`src/rtl/hwpe_axi_addressgen_source_nd.sv`:
```
// Multi-stream source address generator: walks a word/line/feature loop and
// presents NPX lane addresses per stream on each valid/ready beat.
module hwpe_axi_addressgen_source_nd #(
    parameter int ADDR_WIDTH = 32,
    parameter int N_STREAMS  = 4,
    parameter int NPX        = 4,
    parameter int CNT_BITS   = 16
) (
    input  logic                                  clk,
    input  logic                                  rst,
    input  logic                                  start_i,
    input  logic                                  clear_i,
    input  logic [N_STREAMS*ADDR_WIDTH-1:0]       base_addr_i,
    input  logic [15:0]                           word_stride_i,
    input  logic [CNT_BITS-1:0]                   line_length_i,
    input  logic [15:0]                           line_stride_i,
    input  logic [CNT_BITS-1:0]                   feat_length_i,
    input  logic [15:0]                           feat_stride_i,
    input  logic [CNT_BITS-1:0]                   n_feat_i,
    output logic                                  addr_valid_o,
    input  logic                                  addr_ready_i,
    output logic [N_STREAMS*NPX*ADDR_WIDTH-1:0]   gen_addr_o,
    output logic [NPX-1:0]                        lane_mask_o,
    output logic                                  word_update_o,
    output logic                                  line_update_o,
    output logic                                  feat_update_o,
    output logic                                  busy_o,
    output logic                                  done_o
);

    localparam int AW = ADDR_WIDTH;

    typedef enum logic [1:0] {IDLE, RUN, DONE} state_t;

    state_t                       state_q, state_d;
    logic [CNT_BITS-1:0]          w_q, w_d, l_q, l_d, f_q, f_d;
    logic [AW-1:0]                word_acc_q, word_acc_d;
    logic [AW-1:0]                line_acc_q, line_acc_d;
    logic [AW-1:0]                feat_acc_q, feat_acc_d;

    // Latched configuration; strides are kept already sign-extended.
    logic [N_STREAMS*AW-1:0]      base_q;
    logic [AW-1:0]                ws_q, ls_q, fs_q;
    logic [CNT_BITS-1:0]          len_q, flen_q, nfeat_q;

    logic                         run;
    logic                         accept;
    logic                         cfg_load;
    logic                         word_upd, line_upd, feat_upd;
    logic [AW-1:0]                word_step;

    function automatic logic [AW-1:0] sext16(input logic [15:0] v);
        return {{(AW-16){v[15]}}, v};
    endfunction

    assign run       = (state_q == RUN);
    assign accept    = run && addr_ready_i;
    assign cfg_load  = (state_q == IDLE) && start_i && !clear_i;
    // Guard bit keeps w+NPX from wrapping when L is close to 2^CNT_BITS.
    assign word_upd  = ({1'b0, w_q} + (CNT_BITS+1)'(NPX)) >= {1'b0, len_q};
    assign line_upd  = word_upd && (l_q == flen_q - 1'b1);
    assign feat_upd  = line_upd && (f_q == nfeat_q - 1'b1);
    // Constant-coefficient product: advance of the word accumulator per beat.
    assign word_step = AW'(NPX) * ws_q;

    // Configuration capture on an accepted start.
    always_ff @(posedge clk or posedge rst) begin
        if (rst) begin
            base_q  <= '0;
            ws_q    <= '0;
            ls_q    <= '0;
            fs_q    <= '0;
            len_q   <= '0;
            flen_q  <= '0;
            nfeat_q <= '0;
        end else if (cfg_load) begin
            base_q  <= base_addr_i;
            ws_q    <= sext16(word_stride_i);
            ls_q    <= sext16(line_stride_i);
            fs_q    <= sext16(feat_stride_i);
            len_q   <= line_length_i;
            flen_q  <= feat_length_i;
            nfeat_q <= n_feat_i;
        end
    end

    // State, loop counters and address accumulators.
    always_ff @(posedge clk or posedge rst) begin
        if (rst) begin
            state_q    <= IDLE;
            w_q        <= '0;
            l_q        <= '0;
            f_q        <= '0;
            word_acc_q <= '0;
            line_acc_q <= '0;
            feat_acc_q <= '0;
        end else begin
            state_q    <= state_d;
            w_q        <= w_d;
            l_q        <= l_d;
            f_q        <= f_d;
            word_acc_q <= word_acc_d;
            line_acc_q <= line_acc_d;
            feat_acc_q <= feat_acc_d;
        end
    end

    // Next-state and loop advance; clear has priority over everything.
    always_comb begin
        state_d    = state_q;
        w_d        = w_q;
        l_d        = l_q;
        f_d        = f_q;
        word_acc_d = word_acc_q;
        line_acc_d = line_acc_q;
        feat_acc_d = feat_acc_q;
        if (clear_i) begin
            state_d    = IDLE;
            w_d        = '0;
            l_d        = '0;
            f_d        = '0;
            word_acc_d = '0;
            line_acc_d = '0;
            feat_acc_d = '0;
        end else begin
            case (state_q)
                IDLE: begin
                    if (start_i) begin
                        w_d        = '0;
                        l_d        = '0;
                        f_d        = '0;
                        word_acc_d = '0;
                        line_acc_d = '0;
                        feat_acc_d = '0;
                        if (line_length_i == '0 || feat_length_i == '0 || n_feat_i == '0)
                            state_d = DONE;
                        else
                            state_d = RUN;
                    end
                end
                RUN: begin
                    if (accept) begin
                        if (!word_upd) begin
                            w_d        = w_q + CNT_BITS'(NPX);
                            word_acc_d = word_acc_q + word_step;
                        end else if (!line_upd) begin
                            w_d        = '0;
                            word_acc_d = '0;
                            l_d        = l_q + 1'b1;
                            line_acc_d = line_acc_q + ls_q;
                        end else if (!feat_upd) begin
                            w_d        = '0;
                            word_acc_d = '0;
                            l_d        = '0;
                            line_acc_d = '0;
                            f_d        = f_q + 1'b1;
                            feat_acc_d = feat_acc_q + fs_q;
                        end else begin
                            state_d = DONE;
                        end
                    end
                end
                DONE:    state_d = IDLE;
                default: state_d = IDLE;
            endcase
        end
    end

    // Lane addresses and masks; everything reads zero outside RUN.
    for (genvar gi = 0; gi < N_STREAMS; gi++) begin : g_stream
        for (genvar gj = 0; gj < NPX; gj++) begin : g_lane
            logic [AW-1:0] lane_off;
            logic [AW-1:0] lane_addr;
            assign lane_off  = AW'(gj) * ws_q;
            assign lane_addr = base_q[gi*AW +: AW] + feat_acc_q + line_acc_q
                             + word_acc_q + lane_off;
            assign gen_addr_o[(gi*NPX+gj)*AW +: AW] = run ? lane_addr : '0;
        end
    end

    for (genvar gi = 0; gi < NPX; gi++) begin : g_mask
        assign lane_mask_o[gi] = run &&
            (({1'b0, w_q} + (CNT_BITS+1)'(gi)) < {1'b0, len_q});
    end

    assign addr_valid_o  = run;
    assign word_update_o = run && word_upd;
    assign line_update_o = run && line_upd;
    assign feat_update_o = run && feat_upd;
    assign busy_o        = (state_q != IDLE);
    assign done_o        = (state_q == DONE);

endmodule

```
`config.mk`:
```
export PLATFORM = sky130hd
export DESIGN_NAME = hwpe_axi_addressgen_source_nd
export DESIGN_NICKNAME = d
export VERILOG_FILES = /design/src/rtl/hwpe_axi_addressgen_source_nd.sv
export SDC_FILE = /design/constraint.sdc
export NUM_CORES = 2
export LEC_CHECK = 0
export ABC_AREA = 1
export BUFFER_PORTS_ARGS = -buffer_cell sky130_fd_sc_hd__buf_2
export CELL_PAD_IN_SITES_DETAIL_PLACEMENT = 0
export CELL_PAD_IN_SITES_GLOBAL_PLACEMENT = 1
export CORE_MARGIN = 10
export CORE_UTILIZATION = 40
export DETAILED_ROUTE_END_ITERATION = 6
export HOLD_SLACK_MARGIN = 0.12
export PLACE_DENSITY_LB_ADDON = 0.1
export SETUP_SLACK_MARGIN = 0.4
export SYNTH_ARGS = -nofsm -noshare
export SYNTH_HDL_FRONTEND = slang
export SYNTH_SLANG_ARGS = --single-unit
```
`constraint.sdc`:
```
create_clock -name clk -period 17.87 [get_ports clk]
set_input_delay 3.574 -clock clk [delete_from_list [all_inputs] [get_ports clk]]
set_output_delay 3.574 -clock clk [all_outputs]
set_load 0.01 [all_outputs]
```
# ---- Yosys cells after proc, flatten, opt, wreduce, memory -nomap -nowiden
# Cells that the tools add are included.
dict set report totals {
  ff_bits 370
  input_bits 229
  output_inout_bits 522
  elab_cells 153
}
dict set report op_classes {
  add_sub_neg 36
  mul 1
  magnitude_cmp 5
  n_eq_ne 12
  muxes 60
  n_reduce_logical 25
}
# cell n
set ops {}
lappend ops {{32-bit 2-to-1 mux} 31}
lappend ops {{32-bit adder} 27}
lappend ops {{16-bit 2-to-1 mux} 15}
lappend ops {{32-bit case mux with 2 select lines} 3}
lappend ops {{16-bit case mux with 2 select lines} 3}
lappend ops {{17-bit by 16-bit < comparator with 1-bit output} 3}
lappend ops {{16-bit logical NOT} 3}
lappend ops {{16-bit by 2-bit adder with 17-bit output, second input constant} 2}
lappend ops {{16-bit by 1-bit adder with 16-bit output, second input constant} 2}
lappend ops {{16-bit == test} 2}
lappend ops {{16-bit by 1-bit subtractor with 16-bit output, second input constant} 2}
lappend ops {{3-bit by 16-bit multiplier with 19-bit output, first input constant} 1}
lappend ops {{16-bit by 1-bit adder with 17-bit output, second input constant} 1}
lappend ops {{16-bit by 3-bit adder with 17-bit output, second input constant} 1}
lappend ops {{17-bit by 16-bit greater-or-equal comparator with 1-bit output} 1}
lappend ops {{16-bit by 3-bit adder with 16-bit output, second input constant} 1}
lappend ops {{16-bit < comparator} 1}
lappend ops {{2-bit 2-to-1 mux} 7}
lappend ops {{1-bit logical AND} 12}
lappend ops {{3-bit by 2-bit inequality test with 1-bit output, second input constant} 4}
lappend ops {{5-bit AND reduction} 2}
lappend ops {{3-bit inequality test, second input constant} 2}
lappend ops {{6-bit AND reduction} 1}
lappend ops {{5-bit inequality test, second input constant} 1}
lappend ops {{other kinds (10)} 11}

# ---- Logic depth before layout (Yosys ltp)
dict set report depth {
  ltp_word 10
  depth_mapped 31
  mapped_depth_nobuf 31
}

# ---- Worst setup path after synthesis
# No wires, ideal clock.
dict set report synth_timing {
  path_kind {register to output}
  from {register ws_q[15] (netlist name)}
  to {output gen_addr_o[249]}
  arrival_time_ns 5.984
  t_required_ns 14.296
  slack_ns 8.312
  stages_incl_launch_ff 16
  path_buffers 0
  path_cell_list {dfrtp_1 > ha_1 > ha_1 > a21o_1 > a22oi_1 > nand2_1 > nand2_1 > nand2_1 > ha_1 > nand2_1 > nor2_1 > nand2_1 > o41ai_1 > a21o_1 > nor2_1 > nor2_1}
}
dict set report synth_between {
  elab_chain_len 3
}
# element line_no
set synth_lines {}
lappend synth_lines {{3-bit by 16-bit multiplier with 19-bit output} 174} ;# assign lane_off = AW'(gj) * ws_q;
lappend synth_lines {{32-bit adder} 176} ;# + word_acc_q + lane_off;
lappend synth_lines {{32-bit 2-to-1 mux} 177} ;# assign gen_addr_o[(gi*NPX+gj)*AW +: AW] = run ? lane_addr : '0;
lappend synth_lines {{end, declared} 22} ;# output logic [N_STREAMS*NPX*ADDR_WIDTH-1:0] gen_addr_o,
# No other way between the ends.

# ---- Final worst setup path
dict set report layout_timing {
  from {register line_acc_q[2]}
  to {output gen_addr_o[472]}
}
dict set report layout_between {
  elab_chain_len 4
}
# element line_no
set layout_lines {}
lappend layout_lines {{start, declared} 38} ;# logic [AW-1:0] line_acc_q, line_acc_d;
lappend layout_lines {{start signal, assigned} 103} ;# line_acc_q <= line_acc_d;
lappend layout_lines {{32-bit adder} 175} ;# assign lane_addr = base_q[gi*AW +: AW] + feat_acc_q + line_acc_q
lappend layout_lines {{32-bit adder (2 in a row)} 176}
lappend layout_lines {{32-bit 2-to-1 mux} 177}
# No other way between the ends.

==> reports/results.txt <==
Final Setup Violations -> 0
Final Hold Viols -> 0
Drt first pass iters -> 7
Final non-filler cell area -> 63000 µm²
WS Path Type -> flop to output port
Commonest non-fill, non-tap cell in the layout -> nand2_1
DRC Markers -> 0
Total grt overflow -> 0
Setup repair after global routing missed its margin -> false
Worst Clk Skew -> 0.0712 ns
Unique masters post-synth -> 53
Crit path launch type -> flop
Clock root cell -> clkbuf_16
Slew @ Worst Pin -> 1.39 ns
Max-cap violation count -> 0
Post-synthesis sequential area ratio -> 0.164
CTS resizes -> 0
Vias in the first global route -> 60.1k
EDFF count, synth -> 0
CP arrival -> 7.30 ns
Post-DR vias/cell -> 5.70
Dpl cell area -> 61300 µm²
Fill count -> 14.8k
Synth Cell Area -> 55700 µm²
Tot GR Track Use -> 0.348
Top Ports -> 751
Worst skew pair latency -> 0.68 ns
Delay of the slowest cell on the worst path -> 0.86 ns
Min-delay worst type -> flop to flop
Yosys reg bits -> 366
Area grow syn2layout -> 13.1%
Starting Density -> 0.404
Ys Warns -> 0
Max H-tree Level -> 2
Required @ worst endpoint -> 14.30 ns
Most frequent cells in the layout -> nand2_1, inv_1, nor2_1, a21oi_1, buf_2
Routed len/inst -> 25.3 µm
Worst-path cell chain -> inv_1 > fa_1 > fa_1 > fa_1 > inv_1 > nand3_1 > nand2_1 > a21oi_1 > o21ai_0 > a21boi_0 > o21ai_0 > xor2_1 > ha_1 > nand2_1 > nor3_1 > inv_1 > nor3_1 > nand4_1 > nand3_1 > a21o_1 > o21ai_0 > a21oi_1 > buf_2
Port Buf Inserts -> 750
Slowest cell on the critical path -> fa_1
# rows -> 136
Syn Nets -> 9651
Final setup TNS -> 0 ns
Core Box Area -> 138000 µm²
Syn avg cell area -> 6.45 µm²
Initial antenna violation count -> 21
Number of CTS-inserted buffers -> 47
Antenna Nets Post-Route -> 0
Die Y -> 393 µm
Final worst path period share -> 0.609
Critical Path Sink Type -> output port
Syn Inst Count -> 8638
GPL Wtd Cong -> 1.03
Largest net degree at the start of global routing -> 154
Multi-input gate area -> 41100 µm²
Drt total wl -> 281000 µm
Minimum clock period -> 10.88 ns
Hold-fix buffers, CTS -> 0
Post-DP HPWL -> 235000 µm
Ys async rst share -> 1.00
Ys flop type -> dfrtp_1
Clock transition at path regs -> 0.06 ns
Die area -> 155000 µm²
Max Freq -> 91.9 MHz
FF+latch area -> 9160 µm²
DR iter-0 viols -> 6303
Max clock buf depth -> 3
Fraction of layout cells with a size suffix above 1 -> 0.111
CTS tree -> yes
Layout Cells excl Fill -> 11.1k
Clock sinks -> 366
First-pass GRT wire length -> 403000 µm
Post-CTS Setup Repair Bufs -> 0
Critical Path Fanout Max -> 5
Slew Viols, Final -> 0
Routed vias -> 63.3k
Slew margin rel. -> 0.0701
Cell total after placement -> 11.0k
Status -> completed
Die X -> 393 µm
Final net count -> 10.3k
[worst max-delay path, delay by kind of cell, from the launching register on]
family / cells / cell delay [ns]
fa+ha+maj: 4 / 2.16
compound gates: 7 / 1.55
simple gates: 7 / 1.49
xor+xnor: 1 / 0.55
buf+inv: 4 / 0.49
flops: 1 / 0.39
[cell families after synthesis]
| logic type | after synthesis | share of synthesized area |
|---|---|---|
| and+or+nand+nor | 3631 | 0.273 |
| buffers and inverters | 1430 | 0.0983 |
| muxes | 96 | 0.0194 |
| xor gates and xnor gates | 336 | 0.0528 |
| DFF | 366 | 0.164 |
| AOI/OAI and AO/OA | 1995 | 0.193 |
| adders and majority gates | 784 | 0.199 |
[cells in the mapped netlist, types with 96 or more instances]
cell         n  area [µm²]
xor2_1     228        2000
nor2_1    1151        4320
nand2_1   1607        6030
xnor2_1    108         946
clkbuf_1   145         544
nand3_1    435        2180
o21ai_0    620        3100
dfrtp_1    366        9160
inv_1     1204        4520
mux2_2      96        1080
nor3_1     119         596
ha_1       615        7690
fa_1       169        3380
nand4_1    187        1170
a21oi_1   1053        5270
[stage by stage]
stage	utilization	hold WS [ns]	setup WS, ns
floorplan	-	0.470	4.14
global placement	0.445	0.490	7.79
detailed placement	0.445	0.492	7.75
CTS	0.457	0.506	7.02
global route	0.457	0.526	6.53
finish	0.457	0.501	6.99
[registers in the layout (all words and copies together), names as in the netlist]
| signal | cells |
|---|---|
| base_q | 128 |
| feat_acc_q | 32 |
| line_acc_q | 32 |
| word_acc_q | 30 |
| f_q | 16 |
| flen_q | 16 |
| fs_q | 16 |
| l_q | 16 |
| len_q | 16 |
| ls_q | 16 |
| nfeat_q | 16 |
| ws_q | 16 |
| w_q | 14 |
| state_q | 2 |
[final cells by class]
type | count | share of cell area
multi-input cells | 6842 | 0.653
well taps | 1794 | 0.0356
repair buffers | 806 | 0.0665
clock buffers | 62 | 0.0210
inverters | 1212 | 0.0725
clock inverters | 25 | 0.00554
diodes | 7 | 0.000278
flip-flops and latches | 366 | 0.145
[metal layers]
metal  global-route usage  share of wire  vias to the layer above
met1                0.455           0.42                    30100
met3               0.0624          0.086                      519
met4                0.176          0.059                        8
met5                    0        0.00017                        -
li1                     -              -                    30000
met2                0.546           0.44                     2664
[path summary, 6_finish.rpt]
path                       slack, ns  cells past startpoint              end     startpoint
min reg2reg                     0.50                      2    feat_acc_q[2]  feat_acc_q[2]
min                             0.50                      2    feat_acc_q[2]  feat_acc_q[2]
max                             6.99                     23  gen_addr_o[472]  line_acc_q[2]
max in group asynchronous      12.39                      4         ws_q[15]            rst
max reg2reg                    12.94                     21    line_acc_q[9]         w_q[2]
min in group asynchronous       3.00                      2          f_q[15]            rst
Power is not shown: default switching activity piles up to over one toggle a cycle in this logic, so the estimate is an artifact.
